<file path="config.mk">
export PLATFORM = sky130hd
export DESIGN_NAME = router_fsm_ctrl
export DESIGN_NICKNAME = d
export VERILOG_FILES = /design/src/rtl/router_fsm_ctrl.sv
export SDC_FILE = /design/constraint.sdc
export NUM_CORES = 1
export LEC_CHECK = 0
export CELL_PAD_IN_SITES_DETAIL_PLACEMENT = 0
export CELL_PAD_IN_SITES_GLOBAL_PLACEMENT = 2
export CORE_MARGIN = 2
export CORE_UTILIZATION = 28
export CTS_CLUSTER_DIAMETER = 80
export DETAILED_ROUTE_END_ITERATION = 7
export PLACE_DENSITY_LB_ADDON = 0.1
export SYNTH_ARGS = -nofsm -noshare
export SYNTH_HDL_FRONTEND = slang
export SYNTH_SLANG_ARGS = --single-unit
</file>
<file path="constraint.sdc">
create_clock -name clock -period 2.2 [get_ports clock]
set_clock_uncertainty 0.05 [all_clocks]
set_input_delay 0.22 -clock clock [delete_from_list [all_inputs] [get_ports clock]]
set_output_delay 0.22 -clock clock [all_outputs]
set_load 0.1 [all_outputs]
</file>
<file path="src/rtl/router_fsm_ctrl.sv">
// rtl/router_fsm_ctrl.sv - packet-sequencing FSM for the 1x3 router input side
//
// Decodes the header address, waits for the addressed output FIFO to drain,
// then sequences load-first-data, payload, FIFO-full stall and parity phases.
// Keeps saturating counts of dropped (address 2'b11) and soft-reset-aborted
// packets.
//
// Ports:
//   clock, resetn                 rising-edge clock, asynchronous active-low reset
//   pkt_valid                     packet valid (low on the parity byte)
//   data_in[1:0]                  header address, decoded in DECODE_ADDRESS
//   fifo_full                     full flag of the addressed FIFO
//   fifo_empty_0/1/2              empty flags of the three output FIFOs
//   soft_reset_0/1/2              per-FIFO read-timeout soft resets
//   parity_done, low_pkt_valid    status from the register block
//   detect_add .. rst_int_reg     Moore state strobes
//   busy                          high outside DECODE_ADDRESS and LOAD_DATA
//   drop_cnt, abort_cnt           saturating event counters
module router_fsm_ctrl #(
    parameter int CNT_W = 8
) (
    input  logic             clock,
    input  logic             resetn,
    input  logic             pkt_valid,
    input  logic [1:0]       data_in,
    input  logic             fifo_full,
    input  logic             fifo_empty_0,
    input  logic             fifo_empty_1,
    input  logic             fifo_empty_2,
    input  logic             soft_reset_0,
    input  logic             soft_reset_1,
    input  logic             soft_reset_2,
    input  logic             parity_done,
    input  logic             low_pkt_valid,
    output logic             detect_add,
    output logic             lfd_state,
    output logic             ld_state,
    output logic             laf_state,
    output logic             full_state,
    output logic             write_enb_reg,
    output logic             rst_int_reg,
    output logic             busy,
    output logic [CNT_W-1:0] drop_cnt,
    output logic [CNT_W-1:0] abort_cnt
);

    typedef enum logic [2:0] {
        DECODE_ADDRESS     = 3'd0,
        LOAD_FIRST_DATA    = 3'd1,
        LOAD_DATA          = 3'd2,
        LOAD_PARITY        = 3'd3,
        FIFO_FULL_STATE    = 3'd4,
        LOAD_AFTER_FULL    = 3'd5,
        CHECK_PARITY_ERROR = 3'd6,
        WAIT_TILL_EMPTY    = 3'd7
    } state_t;

    state_t     state;
    state_t     state_nxt;
    logic [1:0] addr_reg;
    logic       pkt_valid_d;
    logic       tgt_empty;
    logic       tgt_sr;
    logic       hdr_empty;
    logic       abort_inc;
    logic       drop_inc;

    // Flags of the FIFO latched at header time; address 3 has no FIFO.
    always_comb begin
        tgt_empty = 1'b0;
        tgt_sr    = 1'b0;
        case (addr_reg)
            2'd0:    begin tgt_empty = fifo_empty_0; tgt_sr = soft_reset_0; end
            2'd1:    begin tgt_empty = fifo_empty_1; tgt_sr = soft_reset_1; end
            2'd2:    begin tgt_empty = fifo_empty_2; tgt_sr = soft_reset_2; end
            default: begin tgt_empty = 1'b0;         tgt_sr = 1'b0;         end
        endcase
    end

    // The header decision itself cannot wait for addr_reg, so it looks at
    // the live address on data_in.
    always_comb begin
        hdr_empty = 1'b0;
        case (data_in)
            2'd0:    hdr_empty = fifo_empty_0;
            2'd1:    hdr_empty = fifo_empty_1;
            2'd2:    hdr_empty = fifo_empty_2;
            default: hdr_empty = 1'b0;
        endcase
    end

    // Rising edge of pkt_valid makes a held 2'b11 header count only once.
    assign drop_inc  = (state == DECODE_ADDRESS) && pkt_valid && !pkt_valid_d
                       && (data_in == 2'b11);
    assign abort_inc = (state != DECODE_ADDRESS) && tgt_sr;

    always_comb begin
        state_nxt = state;
        if (abort_inc) begin
            // Soft reset of the addressed FIFO overrides every other condition.
            state_nxt = DECODE_ADDRESS;
        end else begin
            case (state)
                DECODE_ADDRESS: begin
                    if (pkt_valid && data_in != 2'b11)
                        state_nxt = hdr_empty ? LOAD_FIRST_DATA : WAIT_TILL_EMPTY;
                end
                LOAD_FIRST_DATA: state_nxt = LOAD_DATA;
                LOAD_DATA: begin
                    if (fifo_full)       state_nxt = FIFO_FULL_STATE;
                    else if (!pkt_valid) state_nxt = LOAD_PARITY;
                end
                FIFO_FULL_STATE: begin
                    if (!fifo_full) state_nxt = LOAD_AFTER_FULL;
                end
                LOAD_AFTER_FULL: begin
                    if (parity_done)        state_nxt = DECODE_ADDRESS;
                    else if (low_pkt_valid) state_nxt = LOAD_PARITY;
                    else                    state_nxt = LOAD_DATA;
                end
                LOAD_PARITY: state_nxt = CHECK_PARITY_ERROR;
                CHECK_PARITY_ERROR: begin
                    state_nxt = fifo_full ? FIFO_FULL_STATE : DECODE_ADDRESS;
                end
                WAIT_TILL_EMPTY: begin
                    if (tgt_empty) state_nxt = LOAD_FIRST_DATA;
                end
                default: state_nxt = DECODE_ADDRESS;
            endcase
        end
    end

    always_ff @(posedge clock or negedge resetn) begin
        if (!resetn) begin
            state       <= DECODE_ADDRESS;
            addr_reg    <= 2'd0;
            pkt_valid_d <= 1'b0;
            drop_cnt    <= '0;
            abort_cnt   <= '0;
        end else begin
            state       <= state_nxt;
            pkt_valid_d <= pkt_valid;
            if (state == DECODE_ADDRESS && pkt_valid)
                addr_reg <= data_in;
            if (drop_inc && drop_cnt != {CNT_W{1'b1}})
                drop_cnt <= drop_cnt + CNT_W'(1);
            if (abort_inc && abort_cnt != {CNT_W{1'b1}})
                abort_cnt <= abort_cnt + CNT_W'(1);
        end
    end

    assign detect_add    = (state == DECODE_ADDRESS);
    assign lfd_state     = (state == LOAD_FIRST_DATA);
    assign ld_state      = (state == LOAD_DATA);
    assign laf_state     = (state == LOAD_AFTER_FULL);
    assign full_state    = (state == FIFO_FULL_STATE);
    assign write_enb_reg = (state == LOAD_DATA) || (state == LOAD_PARITY)
                           || (state == LOAD_AFTER_FULL);
    assign rst_int_reg   = (state == CHECK_PARITY_ERROR);
    assign busy          = !((state == DECODE_ADDRESS) || (state == LOAD_DATA));

endmodule

</file>
==> Word level (Yosys, flattened, before mapping) <==
Cells that the tools add are included.
{ "op_classes": {"add_sub_neg": 2, "eq_ne": 19, "mux": 14, "n_reduce_logical": 17} }
{ "op_table": {"columns": ["operator", "n"], "rows": [
  ["two-way mux 3 bit", 8],
  ["one-hot mux 3 bit (8 select lines)", 1],
  ["adder 8 x 1 -> 8 bit (second input constant)", 2],
  ["!= test 8 bit (second input constant)", 2],
  ["equality test 3 bit (second input constant)", 4],
  ["one-hot mux 1 bit (3 select lines)", 3],
  ["logical AND 1 bit", 7],
  ["equality test 2 bit (second input constant)", 3],
  ["equality test 3 x 2 -> 1 bit (second input constant)", 2],
  ["equality test 2 x 1 -> 1 bit (second input constant)", 2],
  ["logical NOT 2 bit", 2],
  ["!= test 4 x 3 -> 1 bit (second input constant)", 1],
  ["AND reduction 4 bit", 1],
  ["equality test 3 x 1 -> 1 bit (second input constant)", 1],
  ["logical NOT 3 bit", 1],
  ["logical OR 1 bit", 3],
  ["!= test 3 x 1 -> 1 bit (second input constant)", 1],
  ["!= test 3 x 2 -> 1 bit (second input constant)", 1],
  ["!= test 3 bit (second input constant)", 1],
  ["nonzero test 3 bit", 1],
  ["logical NOT 1 bit", 2],
  ["two-way mux 2 bit", 1],
  ["!= test 2 bit (second input constant)", 1],
  ["two-way mux 1 bit", 1]
]} }
{ "totals": {"ff_bits": 22, "inputBits": 14, "out_inout_bits": 24, "word_cells": 57} }

==> Longest topological paths before layout <==
Gate-level depths: netlist (run 1).
{ "depth": {"ltp_word": 6, "ltp_mapped": 6, "ltp_nobuf": 6} }

==> Worst setup path after synthesis (run 1) <==
No wires, ideal clock.
{ "synth_timing": {"path_type": "register to register", "start": "register state[2]", "end": "register state[2]", "setup_time_ps": 66, "arrival_ps": 3358, "t_required_ps": 2084, "setup_slack_ps": -1274, "path_stages_with_launch": 7, "n_path_buf": 1, "period_less_slack_ps": 3474, "path_cell_list": "dfrtp_1 clkbuf_1 inv_1 nor3_1 o21ai_0 nand2_1 a22o_1"} }
{ "synth_via": {"word_cells_on_any_way": 17, "classes_between": "eq/ne: 11; mux: 2; reduce/logical: 4"} }
{ "synth_rtl": {"columns": ["item", "line_no", "text"], "rows": [
  ["start, declared", "58", "state_t state;"],
  ["start signal, assigned", "141", "state <= state_nxt;"],
  ["equality test 3 bit *", null, null],
  ["net full_state", "39", "output logic full_state,"],
  ["one-hot mux 3 bit (8 select lines) or != test 3 x 2 -> 1 bit (tied branches)", null, null],
  ["two-way mux 3 bit or AND reduction 4 bit (tied branches)", null, null]
]} }
The timed path passes the listed nets; every way through them passes the cells marked *.
A chain may end at the register's enable or synchronous reset.

==> Worst setup path in the final report (run 1) <==
{ "layout_timing": {"start": "register state[2]", "end": "register drop_cnt[5]"} }
{ "layout_via": {"elab_chain_cells": 5} }
{ "layout_rtl": {"columns": ["item", "line_no", "text"], "rows": [
  ["logical NOT 3 bit", "93", "assign drop_inc = (state == DECODE_ADDRESS) && pkt_valid && !pkt_valid_d"],
  ["logical AND 1 bit (2 in series)", "93", null],
  ["logical AND 1 bit", "94", "&& (data_in == 2'b11);"],
  ["logical AND 1 bit", "145", "if (drop_inc && drop_cnt != {CNT_W{1'b1}})"],
  ["end signal, assigned", "146", "drop_cnt <= drop_cnt + CNT_W'(1);"],
  ["end, declared", "43", "output logic [CNT_W-1:0] drop_cnt,"]
]} }
No other way between the ends.

==> results.yml, run 1 <==
logic_synthesis:
  seq_area_frac_synth: 0.441
  synth_cells: 121
  synth_xor_area_frac: 0.0983
  yosys_register_bits: 22
  synthTopCellsByArea: "dfrtp_1 44%, xnor2_1 7.0%, mux2_2 3.6%"
  synth_area_mm2: 0.00125
  synth_fp_nets: 137
  synth-simple-area-share: 0.252
  ys_types: 35
  synthMuxAreaShare: 0.0602
  yosysWarningCount: 0
  synth_area_per_cell_um2: 10.3
  synth_top_family_by_area: "simple AND/OR/NAND/NOR gates"
  synth-compound-area-share: 0.115
  yosys.area_share.adder: 0.0201
  yosysTopAreaCellShare: 0.441
  post-synth-top-area-cell: "dfrtp_1"
clock_network:
  cts_tree: "yes"
  clk-insertion-delay-late_ns: 0.26
  cts_made_buffers: 3
  htree_levels: 1
  cts_resized: 0
  cts_hold_buf: 0
  root_buffer: "clkbuf_8"
  clkTransAtPathRegs_ns: 0.08
  cts.sinks: 22
  clock_path_buffers: 2
  cts_setup_buffers: 0
route:
  drc: 0
  via_per_inst: 4.91
  wire_per_inst_um: 14.1
  dr.pass1.iters: 4
  postRouteAntennaNets: 0
  vias: 1071
  drtIter0Drc: 46
  wl_um: 3070
worst_hold_path:
  holdCritPathClass: "primary input to asynchronous set/reset pin"
sta:
  period_share: 0.893
  slew_violations: 0
  setup_viol: 0
  relSlewSlack: 0.732
  hold_violations: 0
  period_minus_slack_ns: 1.96
  grt_setup_unrepaired: "no"
  fmax_mhz: 509
  worst_pin_slew_ns: 0.400
finish:
  antennaDiodeCount: 0
  fillers: 439
  fin_util: 0.428
  postLayoutCellArea_mm2: 0.00185
  drive_above_1_share: 0.343
  nets: 183
  ff_latch_area_um2: 559
  largestRegisters: "abort_cnt (8), drop_cnt (8), state (3)"
  synthToLayoutAreaGrowth_pct: 48.2
  multi_input_area_um2: 703
placed_design:
  io_buffer_count: 37
  finalWeightedCongestion: 0.750
  placed_area_mm2: 0.00179
  hpwl_um: 2350
global_routing:
  overflow: 0
  grt_pass1_vias: 1082
  grt_max_degree: 23
  grt_usage: 0.125
  grt_first_pass_wirelength_um: 5120
  antenna_found_initial: 0
floorplan:
  dieArea_mm2: 0.00500
  io_pins: 38
  floorplan.rows: 24
  start_util: 0.288
  fp.dieH_um: 70.7
  die_x_um: 70.7
  core_area_mm2: 0.00432
setup_path:
  endpoint_kind: "register"
  required_ns: 2.34
  path_cells: "or4b_4 -> a211oi_4 -> nand4_4 -> nor2_2 -> xor2_1"
  start_kind: "register"
  r2r_cells: 5
  crit_type: "register to register"
  crit_fanout: 6
  crit_arrival_ns: 2.10
  slowest_delay_ns: 0.58
  cp_slowest_cell: "or4b_4"
run_status:
  status: "finished clean"
run:
  maxCapViolations: 0
-- cell usage in the layout (no fill, tap or decap), drive strengths merged, types with 2 or more instances in the layout --
cell type	netlist	layout
buf	1	31
dfrtp	22	22
clkdlybuf4s50	0	13
nand2	12	12
nor2	11	11
xnor2	10	10
nand4	7	7
a21oi	5	5
o21ai	5	5
nand2b	4	4
and3	4	4
nand3b	4	4
xor2	4	4
mux2	4	4
clkbuf	2	4
mux2i	3	3
and4	2	2
and2	2	2
o21a	2	2
a22o	2	2
ha	2	2
-- synthesized netlist by cell type --
master,instances
and2_1,2
buf_2,1
nor3_1,1
a311oi_2,1
or4b_4,1
nand4bb_1,1
mux2i_1,3
nor4_1,1
nor2b_1,1
nor2_2,2
or2_2,1
a21oi_1,5
nand2_1,12
a22o_1,2
nand3b_1,4
ha_1,2
o21ai_0,5
o221a_2,1
inv_1,1
o221ai_1,1
and4_1,2
xnor2_1,10
nor2_1,9
o21a_1,2
nand3_1,1
o22ai_1,1
mux2_2,4
and3_1,4
clkbuf_1,2
nand4_4,1
nand4_1,6
xor2_1,4
nand2b_1,4
dfrtp_1,22
a211oi_4,1
-- final timing paths --
kind,slack (ns),start,end
worst max register to register,0.24,state[2]$_DFFE_PN0P_,drop_cnt[5]$_DFFE_PN0P_
worst max-delay path,0.24,state[2]$_DFFE_PN0P_,drop_cnt[5]$_DFFE_PN0P_
worst min-delay path,0.26,resetn,drop_cnt[5]$_DFFE_PN0P_
min in group clock,0.44,abort_cnt[5]$_DFFE_PN0P_,abort_cnt[5]$_DFFE_PN0P_
worst min register to register,0.44,abort_cnt[5]$_DFFE_PN0P_,abort_cnt[5]$_DFFE_PN0P_
max in group asynchronous,1.58,resetn,abort_cnt[5]$_DFFE_PN0P_
-- per-layer routing --
layer / GRT usage / wire, µm / vias up
met5: 0 / 0 / -
met4: 0.0440 / 39 / 0
met3: 0.0185 / 114 / 4
met2: 0.217 / 1550 / 20
met1: 0.159 / 1360 / 521
li1: - / - / 526
-- through the flow --
stage / setup TNS, ns / worst slack (ns) / instances / hold slack (ns)
after detailed placement: 0 / 0.00196 / 214 / 0.431
after floorplan: -0.592 / -0.172 / 121 / -0.126
after global routing: 0 / 0.140 / 218 / 0.283
after CTS: 0 / 0.220 / 218 / 0.266
after global placement: 0 / 0.0408 / 214 / 0.427
final: 0 / 0.236 / 218 / 0.257
-- logic make-up after synthesis --
family          count (synthesis)
xor+xnor                       14
buf+inv                         4
mux                             7
compound gates                 19
fa+ha+maj                       2
flops                          22
simple gates                   53
-- worst max-delay path: cells and delay by family, from the launching register on --
family | cells | cell delay (ns)
xor+xnor | 1 | 0.16
simple gates | 3 | 0.88
compound gates | 1 | 0.41
flops | 1 | 0.40
-- cell type report --
| cell class | instances | area share |
|---|---|---|
| inverters | 1 | 0.00203 |
| flip-flops and latches | 22 | 0.302 |
| clock buffers | 4 | 0.0298 |
| repair buffers | 44 | 0.250 |
| multi-input cells | 95 | 0.380 |
| well taps | 52 | 0.0352 |
Power of run 1 is not shown: default switching activity piles up to over one toggle a cycle in this logic, so the estimate is an artifact.
==> inputs of run 2 (changes only) <==
--- a/config.mk
+++ b/config.mk
@@ -12,6 +12,7 @@
 export CTS_CLUSTER_DIAMETER = 80
 export DETAILED_ROUTE_END_ITERATION = 7
 export PLACE_DENSITY_LB_ADDON = 0.1
+export SETUP_SLACK_MARGIN = 0.3
 export SYNTH_ARGS = -nofsm -noshare
 export SYNTH_HDL_FRONTEND = slang
 export SYNTH_SLANG_ARGS = --single-unit
==> run 2 against run 1 <==
  * Die area stayed put
  * Count of clock-buffer cells in the layout stayed put
  * Via count is 2.2% higher
  * Cell count is 1.4% higher
  * Non-clock buffer count is 3 higher
  * Worst setup slack better by 0.078 ns
  * Critical path depth is 1 higher
==> results.yml, run 2 (same netlist as run 1, synthesis figures left out) <==
run_status:
  status: "finished clean"
global_routing:
  grt_max_degree: 23
  grt_pass1_vias: 1108
  antenna_found_initial: 0
  grt_usage: 0.128
  grt_first_pass_wirelength_um: 5180
  overflow: 0
route:
  wire_per_inst_um: 13.8
  drtIter0Drc: 60
  wl_um: 3060
  dr.pass1.iters: 4
  vias: 1095
  via_per_inst: 4.95
  drc: 0
  postRouteAntennaNets: 0
setup_path:
  slowest_delay_ns: 0.58
  startpoint: "state[2]$_DFFE_PN0P_"
  crit_type: "register to register"
  timing.rr.start: "state[2]$_DFFE_PN0P_"
  crit_fanout: 6
  endpoint_kind: "register"
  start_kind: "register"
  required_ns: 2.33
  cp_slowest_cell: "or4b_4"
  path_cells: "or4b_4 -> a211oi_4 -> buf_6 -> nand4_4 -> nor2_2 -> xor2_1"
  crit_arrival_ns: 2.01
floorplan:
  fp.dieH_um: 70.7
  core_area_mm2: 0.00432
  dieArea_mm2: 0.00500
  io_pins: 38
  die_x_um: 70.7
  start_util: 0.288
  floorplan.rows: 24
sta:
  finalSetupTns_ns: 0
  relSlewSlack: 0.787
  period_share: 0.857
  period_minus_slack_ns: 1.89
  fmax_mhz: 530
  slew_violations: 0
  worst_pin_slew_ns: 0.320
  setup_viol: 0
  hold_violations: 0
  grt_setup_unrepaired: "yes"
finish:
  drive_above_1_share: 0.438
  synthToLayoutAreaGrowth_pct: 56.9
  nets: 186
  final_cell_mix: "24 x buf_4, 13 x clkdlybuf4s50_1, 12 x nand2_1, 10 x xnor2_1, 10 x dfrtp_2"
  layout_commonest_cell: "buf_4"
  antennaDiodeCount: 0
  largestRegisters: "abort_cnt (8), drop_cnt (8), state (3)"
  fillers: 444
clock_network:
  htree_levels: 1
  cts_hold_buf: 0
  cts.sinks: 22
  clkTransAtPathRegs_ns: 0.08
  clk-insertion-delay-late_ns: 0.26
  root_buffer: "clkbuf_8"
  clock_path_buffers: 2
  cts_tree: "yes"
  cts_made_buffers: 3
placed_design:
  finalWeightedCongestion: 0.871
  hpwl_um: 2330
  io_buffer_count: 37
worst_hold_path:
  holdCritPathClass: "primary input to asynchronous set/reset pin"
run:
  maxCapViolations: 0
## run 2: worst max-delay path, delay by kind of cell (launching register included)
kind                      cells  cell delay, ns
AOI/OAI and AO/OA             1            0.23
xor gates and xnor gates      1            0.16
buffers and inverters         1            0.16
DFF                           1            0.39
and+or+nand+nor               3            0.82
## run 2: timing repair
| action | in CTS | in global routing |
|---|---|---|
| hold endpoints to repair | 0 | 0 |
| gates resized for setup | 0 | 2 |
| pin swaps | 2 | 3 |
| setup buffers | 0 | 3 |
| endpoints found under the setup margin | 4 | 8 |
## run 2: final timing paths
path	to	slack, ns	depth (start not counted)
min in group clock	abort_cnt[6]$_DFFE_PN0P_	0.43	1
min	abort_cnt[2]$_DFFE_PN0P_	0.25	2
min reg2reg	abort_cnt[6]$_DFFE_PN0P_	0.43	1
max in group asynchronous	abort_cnt[4]$_DFFE_PN0P_	1.61	2
max	drop_cnt[5]$_DFFE_PN0P_	0.31	6
max reg2reg	drop_cnt[5]$_DFFE_PN0P_	0.31	6
## run 2: per-stage QoR
step / setup WS, ns / utilization / hold WS [ns] / std cells / area, µm²
2_1_floorplan: 0.0468 / - / -0.126 / 121 / 1360
3_3_place_gp: 0.0368 / 0.433 / 0.420 / 214 / 1870
3_5_place_dp: 0.0130 / 0.433 / 0.426 / 214 / 1870
5_1_grt: 0.226 / 0.453 / 0.281 / 221 / 1960
4_1_cts: 0.307 / 0.446 / 0.260 / 218 / 1930
6_report: 0.314 / 0.453 / 0.251 / 221 / 1960
## run 2: final cells by class
class,instances,area (µm²),share of cell area
Clock buffer,4,55.1,0.0281
Timing Repair Buffer,47,493,0.252
Multi-Input combinational cell,95,758,0.387
Inverter,1,3.75,0.00192
Tap cell,52,65.1,0.0332
Sequential cell,22,582,0.297
## run 2: layer usage
| layer | part of all wire | track usage |
|---|---|---|
| met5 | 0 | 0 |
| met4 | 0.013 | 0.0440 |
| met3 | 0.031 | 0.0214 |
| met2 | 0.52 | 0.220 |
| met1 | 0.44 | 0.163 |
Power of run 2 is left out for the same reason.
==> inputs of run 3 (changes only) <==
--- a/config.mk
+++ b/config.mk
@@ -9,7 +9,7 @@
 export CELL_PAD_IN_SITES_GLOBAL_PLACEMENT = 2
 export CORE_MARGIN = 2
 export CORE_UTILIZATION = 28
-export CTS_CLUSTER_DIAMETER = 80
+export CTS_CLUSTER_DIAMETER = 40
 export DETAILED_ROUTE_END_ITERATION = 7
 export PLACE_DENSITY_LB_ADDON = 0.1
 export SETUP_SLACK_MARGIN = 0.3
==> results of run 3 <==
The final DEF is identical to that of run 2; final timing and power are the same.
Power of run 3 is left out for the same reason.
